## src/rtl/regwr_pkg.sv

```systemverilog
// rtl/regwr_pkg.sv - shared types and constants for the register-file write-port arbiter
package regwr_pkg;

    typedef enum logic [1:0] {
        ST_IDLE  = 2'd0,
        ST_WAIT  = 2'd1,
        ST_STALL = 2'd2
    } arb_state_t;

    localparam logic [4:0] REG_ZERO = 5'd0;
    localparam int         AUX_MAX  = 4;
    localparam int         CNT_W    = 4;
    localparam int         IDX_W    = $clog2(AUX_MAX);

endpackage

```

## src/rtl/rr_pick.sv

```systemverilog
// rtl/rr_pick.sv - combinational round-robin picker: first valid at or after ptr
module rr_pick
    import regwr_pkg::*;
#(
    parameter int AUX_N = 2
) (
    input  logic [AUX_N-1:0] valid,
    input  logic [IDX_W-1:0] ptr,
    output logic [AUX_N-1:0] grant,
    output logic [IDX_W-1:0] idx,
    output logic             found
);

    int j;

    always_comb begin
        grant = '0;
        idx   = '0;
        found = 1'b0;
        j     = 0;
        for (int k = 0; k < AUX_N; k++) begin
            j = int'(ptr) + k;
            if (j >= AUX_N) begin
                j = j - AUX_N;
            end
            if (!found && valid[j]) begin
                grant[j] = 1'b1;
                idx      = IDX_W'(j);
                found    = 1'b1;
            end
        end
    end

endmodule

```

## src/rtl/regwr_arb.sv

```systemverilog
// rtl/regwr_arb.sv - register-file write-port arbiter, writeback first, aux round-robin
// Optional starvation guard (counter + one-cycle STALL state) under REGWR_ARB_STARVE_EN.
module regwr_arb
    import regwr_pkg::*;
#(
    parameter int AUX_N        = 2,
    parameter int STARVE_LIMIT = 4
) (
    input  logic                clk,
    input  logic                reset,
    input  logic                wb_regwrite,
    input  logic [4:0]          wb_wrreg,
    input  logic [31:0]         wb_wrdata,
    input  logic [AUX_N-1:0]    aux_valid,
    input  logic [5*AUX_N-1:0]  aux_wrreg,
    input  logic [32*AUX_N-1:0] aux_wrdata,
    output logic [AUX_N-1:0]    aux_ready,
    output logic                stall_req,
    output logic                regwrite,
    output logic [4:0]          wrreg,
    output logic [31:0]         wrdata
);

    if (AUX_N < 1 || AUX_N > AUX_MAX || STARVE_LIMIT < 1 || STARVE_LIMIT > (1 << CNT_W) - 1) begin : g_bad_cfg
        $error("regwr_arb: parameter out of range");
    end

    logic             wb_active;
    logic             any_valid;
    logic             aux_turn;
    logic             stall_mode;
    logic             granted;
    logic [AUX_N-1:0] pick_grant;
    logic [IDX_W-1:0] pick_idx;
    logic [IDX_W-1:0] rr_ptr;
    logic [IDX_W-1:0] rr_ptr_next;
    logic [4:0]       sel_reg;
    logic [31:0]      sel_data;

    rr_pick #(.AUX_N(AUX_N)) u_pick (
        .valid (aux_valid),
        .ptr   (rr_ptr),
        .grant (pick_grant),
        .idx   (pick_idx),
        .found (any_valid)
    );

    assign wb_active   = wb_regwrite && (wb_wrreg != REG_ZERO);
    // In STALL the aux side outranks writeback; otherwise aux only gets a free port.
    assign aux_turn    = any_valid && (!wb_active || stall_mode);
    assign granted     = aux_turn && !reset;
    assign rr_ptr_next = (pick_idx == IDX_W'(AUX_N - 1)) ? '0 : pick_idx + 1'b1;

    always_comb begin
        sel_reg  = REG_ZERO;
        sel_data = '0;
        for (int i = 0; i < AUX_N; i++) begin
            if (pick_grant[i]) begin
                sel_reg  = aux_wrreg[i*5 +: 5];
                sel_data = aux_wrdata[i*32 +: 32];
            end
        end
    end

    always_ff @(posedge clk) begin
        if (reset) begin
            rr_ptr <= '0;
        end else if (granted) begin
            rr_ptr <= rr_ptr_next;
        end
    end

`ifdef REGWR_ARB_STARVE_EN
    localparam logic [CNT_W-1:0] LIMIT = CNT_W'(STARVE_LIMIT);

    arb_state_t       state;
    arb_state_t       state_next;
    logic [CNT_W-1:0] count;
    logic [CNT_W-1:0] count_next;

    always_ff @(posedge clk) begin
        if (reset) begin
            state <= ST_IDLE;
            count <= '0;
        end else begin
            state <= state_next;
            count <= count_next;
        end
    end

    // Any grant or an empty aux side clears the wait history.
    always_comb begin
        state_next = ST_IDLE;
        count_next = '0;
        if (!granted && any_valid) begin
            count_next = (count == LIMIT) ? count : count + 1'b1;
            state_next = (count_next >= LIMIT) ? ST_STALL : ST_WAIT;
        end
    end

    assign stall_mode = (state == ST_STALL);
`else
    assign stall_mode = 1'b0;
`endif

    always_comb begin
        aux_ready = '0;
        stall_req = 1'b0;
        regwrite  = 1'b0;
        wrreg     = REG_ZERO;
        wrdata    = '0;
        if (!reset) begin
            stall_req = stall_mode;
            if (aux_turn) begin
                aux_ready = pick_grant;
                wrreg     = sel_reg;
                wrdata    = sel_data;
                regwrite  = (sel_reg != REG_ZERO);
            end else if (wb_active) begin
                regwrite  = 1'b1;
                wrreg     = wb_wrreg;
                wrdata    = wb_wrdata;
            end
        end
    end

endmodule

```

## config.mk

```make
export PLATFORM = sky130hd
export DESIGN_NAME = regwr_arb
export DESIGN_NICKNAME = d
export VERILOG_FILES = /design/src/rtl/regwr_pkg.sv /design/src/rtl/rr_pick.sv /design/src/rtl/regwr_arb.sv
export SDC_FILE = /design/constraint.sdc
export NUM_CORES = 1
export LEC_CHECK = 0
export BUFFER_PORTS_ARGS = -buffer_cell sky130_fd_sc_hd__buf_4
export CAP_MARGIN = 20
export CORE_MARGIN = 2
export CORE_UTILIZATION = 39
export CTS_BUF_LIST = sky130_fd_sc_hd__clkbuf_2 sky130_fd_sc_hd__clkbuf_4 sky130_fd_sc_hd__clkbuf_8
export CTS_CLUSTER_DIAMETER = 200
export CTS_CLUSTER_SIZE = 14
export DETAILED_ROUTE_END_ITERATION = 16
export PLACE_DENSITY = 0.87
export SETUP_SLACK_MARGIN = 0.4
export SYNTH_ARGS = -nofsm -noshare
export SYNTH_HDL_FRONTEND = slang
export SYNTH_SLANG_ARGS = --single-unit
```

## constraint.sdc

```tcl
create_clock -name clk -period 2.4 [get_ports clk]
set_input_delay 0.24 -clock clk [delete_from_list [all_inputs] [get_ports clk]]
set_output_delay 0.24 -clock clk [all_outputs]
set_load 0.01 [all_outputs]
```

==> flow_summary_export.csv, run 1 <==
group,metric,value,unit
run_status,outcome,"complete, no violations",
critical_path,worst_path_most_repeated_cell,"buf_4",
floorplan,die_h,65.43,um
sta,drv_slew,0,
cts,clock-sinks,2,
worst_hold_path,hold_path_class,"reg -> reg",
global_route,grt_max_degree,46,
routing,firstDrtPassIters,4,
yosys,synth_cell_type_count,29,
placement,gp_congestion,0.8579,
routing,totalWireLength,6.939,mm
yosys,synthAdderAreaFrac,0,%
yosys,synthSimpleGateAreaFrac,44.90,%
critical_path,crit_path_start_kind,"primary input",
placement,numPortBuffers,155,
sta,skew,0.001037,ns
sta,report.final.setup_viol,0,
final_layout,instances_no_fill,426,
yosys,synth-seq-area-share,2.721,%
final_layout,syn2layout_area_growth,80.70,%
floorplan,die_w,65.43,um
global_route,grt.total_usage,31.84,%
floorplan,die_area,4280,um2
placement,place_hpwl,4.787,mm
global_route,first_global_vias,2379,
sta,min_period,1.894,ns
pwr,vdd_drop_max,198.3,uV
final_layout,final_common_cell,"buf_4",
global_route,antenna_found_initial,0,
routing,viasPerCell,6.061,
routing,drt_iter0_markers,280,
global_route,grt_first_pass_wirelength,10.95,mm
yosys,ys_seq_elements,2,
floorplan,rows,22,
floorplan,io_pins,157,
floorplan,coreArea,3633,um2
routing,vias,2582,
floorplan,start_util,40.50,%
critical_path,critPathArrivalTime,1.65,ns
critical_path,critical_path_class,"in -> out",
critical_path,setup.worst_path.end_class,"output port",
critical_path,cp_data_required_time,2.16,ns
routing,route.detailed.drc,0,
sta,hold_viol,0,
pwr,p_leak,0.001212,uW
yosys,synth_area_per_cell,5.909,um2
cts,cts_buffer_depth,2,
cts,clk_latency,0.22,ns
yosys,synth-async-reset-ratio,0,%
cts,post_cts_resized,0,
yosys,synth_edf_count,0,
sta,finalCritPeriodShare,78.94,%
final_layout,layout_common_cells,"buf_4 (164), nand3_1 (69), nand2b_1 (34), a21oi_1 (34), a311oi_1 (32)",
cts,cts_buffers,3,
placement,placed_cells,423,
yosys,synthXorXnorAreaFrac,0,%
cts,cts_hold_buf,0,
routing,wl_per_cell,16.29,um
yosys,synth_ff_type,"dfxtp_1",
pwr,power_density,250.8,nW/um2
final_layout,antenna_cells,0,
cts,clockRootBuffer,"clkbuf_8",
global_route,gr-total-overflow,0,
critical_path,path_cells,"buf_4 > or3_1 > o31a_1 > a221oi_2 > buf_4",
yosys,synth_area,1471,um2
cts,cts_tree,"built",
cts,h-tree-depth,1,
critical_path,critPathMaxStageDelay,0.40,ns
flow_run,drv_cap,0,
sta,tns,0,ns
routing,final_antenna_net_count,0,
critical_path,slowest_stage,"or3_1",
yosys,yosys-mux-area-fraction,0,%
final_layout,fin_nets,496,
yosys,synthCells,249,
sta,fmax,527.9,MHz
sta,rsz0062_at_grt,"false",
yosys,synth_top_family_by_area,"simple AND/OR/NAND/NOR gates",
final_layout,layout-drive-gt1-share,45.77,%
cts,path_clk_slew,0.03,ns
yosys,synth_compound_area_share,41.16,%
final_layout,finalInstanceArea,2659,um2
yosys,ys_warn_count,0,
placement,placed_area,2618,um2
yosys,syn-num-nets,365,
cts,post_cts_buffers,0,
critical_path,path_max_fanout,7,
## cell families after synthesis
kind of cell	count (synthesis)
and+or+nand+nor	123
AOI/OAI and AO/OA	84
buffers and inverters	39
DFF	2
other	1
## routing by layer
layer	part of all wire (%)	vias to the layer above	global-route usage (%)
li1	-	1221	-
met1	38	1198	37.31
met2	50	147	57.02
met3	9.8	16	6.849
met4	2.0	0	10.68
met5	0	-	0
## worst max-delay path: cells and delay by family
family | cells | cell delay [ns]
AOI/OAI and AO/OA | 2 | 0.71
buffers and inverters | 2 | 0.29
and+or+nand+nor | 1 | 0.40
## through the flow
step,setup slack [ns],power [uW],util [%],hold slack (ns)
after floorplan,0.7160,263.5,-,0.4121
after global placement,0.5542,517.2,72.04,0.4372
after detailed placement,0.5222,523.6,72.04,0.4520
after CTS,0.5189,667.8,73.17,0.4557
after global routing,0.4153,716.9,73.17,0.4603
final,0.5056,666.8,73.17,0.4548
## synthesized netlist by cell type, types with 2 or more instances
cell type | instances | area, um2
nand2b_1 | 34 | 212.7
clkbuf_1 | 28 | 105.1
or4_1 | 2 | 15.01
a221oi_1 | 4 | 35.03
a311oi_1 | 32 | 280.3
nand2_1 | 8 | 30.03
nor3_1 | 2 | 10.01
a32oi_1 | 5 | 43.79
dfxtp_1 | 2 | 40.04
nand3_1 | 69 | 345.3
o211ai_1 | 2 | 15.01
buf_2 | 9 | 45.04
a21oi_1 | 34 | 170.2
nor2_1 | 3 | 11.26
## layout make-up
| class | count | area, um2 |
|---|---|---|
| clock buffer | 3 | 41.29 |
| fill | 330 | 974.7 |
| inverter | 1 | 3.754 |
| multi-input combinational | 208 | 1282 |
| sequential | 2 | 40.04 |
| tap | 48 | 60.06 |
| timing repair buffer | 164 | 1231 |
## final timing paths
kind         slack, ns        start        end  cells after the start
max               0.51  wb_wrreg[2]   wrreg[2]                      5
min               0.45    rr_ptr[1]  rr_ptr[1]                      2
max reg2reg       1.26     register   register                      4
min reg2reg       0.45    rr_ptr[1]  rr_ptr[1]                      2
## power by group
part	total [uW]	switching [uW]	leakage (uW)	internal, uW
logic	490	231	0.00117	260
clock network	140	33.6	0.0000216	107
registers	36.0	1.16	0.0000163	34.9
total	667	265	0.00121	401
(Power assumes the default switching activity.)
==> run 2, diff against run 1 <==
Settings changed: CORE_UTILIZATION 39 to 36, PLACE_DENSITY 0.87 to 0.81.
Clock period 2.4 ns to 2 ns, I/O delays scaled along.
==> run 2 against run 1 <==
Design area is 26% higher. Clock power increased by 15%. Worst setup slack worse by 0.25 ns. Register-to-register slack worse by 0.45 ns. Die area grew 7.8%. Count of clock-buffer cells in the layout unchanged. Global-route usage down 2.2 points. Combinational power is 55% higher. Clock skew grew 0.0014 ns. Final cell count up 3.8%.
==> flow_summary_export.csv, run 2 (synthesis results as in run 1) <==
group,metric,value,unit
global_route,first_global_vias,2318,
critical_path,cp_data_required_time,1.80,ns
floorplan,io_pins,157,
floorplan,start_util,37.05,%
final_layout,final_util,84.12,%
routing,final_antenna_net_count,0,
cts,cts_buffer_depth,2,
floorplan,die_w,67.93,um
sta,rsz0062_at_grt,"true",
routing,viasPerCell,6.084,
worst_hold_path,hold_path_class,"reg -> reg",
cts,clock-sinks,2,
critical_path,setup.worst_path.end_class,"output port",
run_status,outcome,"complete, no violations",
pwr,power_density,288.1,nW/um2
critical_path,crit_path_start_kind,"register",
critical_path,path_cells,"o21ai_4 > buf_6 > buf_12 > nand3_2 > a311oi_2 > buf_4",
pwr,vdd_drop_max,275.6,uV
routing,totalWireLength,7.869,mm
placement,numPortBuffers,155,
routing,firstDrtPassIters,4,
final_layout,final_common_cell,"buf_4",
sta,finalCritPeriodShare,87.42,%
global_route,gr-total-overflow,0,
global_route,grt.total_usage,29.64,%
cts,cts_hold_buf,0,
flow_run,drv_cap,0,
floorplan,rows,23,
routing,wl_per_cell,17.80,um
sta,report.final.setup_viol,0,
floorplan,coreArea,3971,um2
sta,tns,0,ns
global_route,antenna_found_initial,0,
global_route,grt_max_degree,46,
sta,drv_slew,0,
critical_path,critical_path_class,"reg -> out",
critical_path,critPathArrivalTime,1.55,ns
final_layout,layout-drive-gt1-share,63.27,%
critical_path,path_max_fanout,5,
cts,clockRootBuffer,"clkbuf_8",
critical_path,critPathMaxStageDelay,0.32,ns
sta,fmax,571.9,MHz
placement,gp_congestion,0.8616,
cts,cts_buffers,3,
global_route,grt_first_pass_wirelength,10.83,mm
cts,h-tree-depth,1,
floorplan,die_area,4614,um2
sta,skew,0.002486,ns
sta,worstMarginPinSlew,0.6623,ns
final_layout,antenna_cells,0,
sta,min_period,1.748,ns
cts,cts_tree,"built",
final_layout,layout_common_cells,"buf_4 (157), nand3_1 (46), a21oi_1 (34)",
sta,hold_viol,0,
critical_path,slowest_stage,"dfxtp_2",
final_layout,syn2layout_area_growth,127.0,%
sta,maxSlewHeadroom,55.85,%
placement,place_hpwl,4.713,mm
routing,route.detailed.drc,0,
routing,drt_iter0_markers,165,
routing,vias,2689,
floorplan,die_h,67.93,um
cts,clk_latency,0.21,ns
final_layout,fin_nets,510,
pwr,total_power,962.4,uW
cts,path_clk_slew,0.03,ns
pwr,p_leak,0.001441,uW
-- run 2: layer usage --
metal  share of wire [%]  GRT usage, %  up-vias
met5                   0             0        -
met4                 3.4         8.750        0
met3                 8.7         5.757       28
met2                  52         51.82      152
met1                  36         36.46     1247
li1                    -             -     1262
-- run 2: timing repair --
item	in CTS	in global routing
pin swaps	31	40
gates resized for setup	51	45
endpoints found under the hold margin	0	0
endpoints found under the setup margin	40	40
buffers inserted	4	1
gates cloned	4	2
-- run 2: path summary, 6_finish.rpt --
path / from / endpoint / slack (ns) / cells after the start
setup / recovery: rr_ptr[1] / wrdata[10] / 0.25 / 6
hold / removal: rr_ptr[1] / rr_ptr[1] / 0.45 / 2
setup reg to reg: register / register / 0.81 / 5
hold reg to reg: rr_ptr[1] / rr_ptr[1] / 0.45 / 2
-- run 2: cell type report --
class / count / area [um2]
clock buffers: 3 / 41.29
fillers: 244 / 630.6
inverters: 1 / 3.754
multi-input cells: 208 / 1684
flip-flops and latches: 2 / 45.04
well taps: 50 / 62.56
repair buffers: 178 / 1504
-- run 2: through the flow --
| stage | hold slack, ns | cells | area [um2] | setup slack [ns] |
|---|---|---|---|---|
| global placement | 0.4391 | 428 | 2686 | 0.2350 |
| finish | 0.4476 | 442 | 3341 | 0.2516 |
| global route | 0.4733 | 442 | 3341 | 0.1972 |
| CTS | 0.4462 | 439 | 3025 | 0.2989 |
| floorplan | 0.4121 | 249 | 1490 | 0.4205 |
| detailed placement | 0.4384 | 428 | 2686 | 0.1931 |
-- run 2: critical path: cells and delay by family, from the launching register on --
family          cells  cell delay (ns)
simple gates        1             0.07
compound gates      2             0.46
buf+inv             3             0.47
flops               1             0.32
-- run 2: power breakdown --
part | switching [uW] | internal [uW] | leakage, uW
clock | 33.2 | 127 | 0.0000216
sequential | 2.05 | 41.7 | 0.0000175
combinational | 354 | 405 | 0.00140
total | 389 | 574 | 0.00144
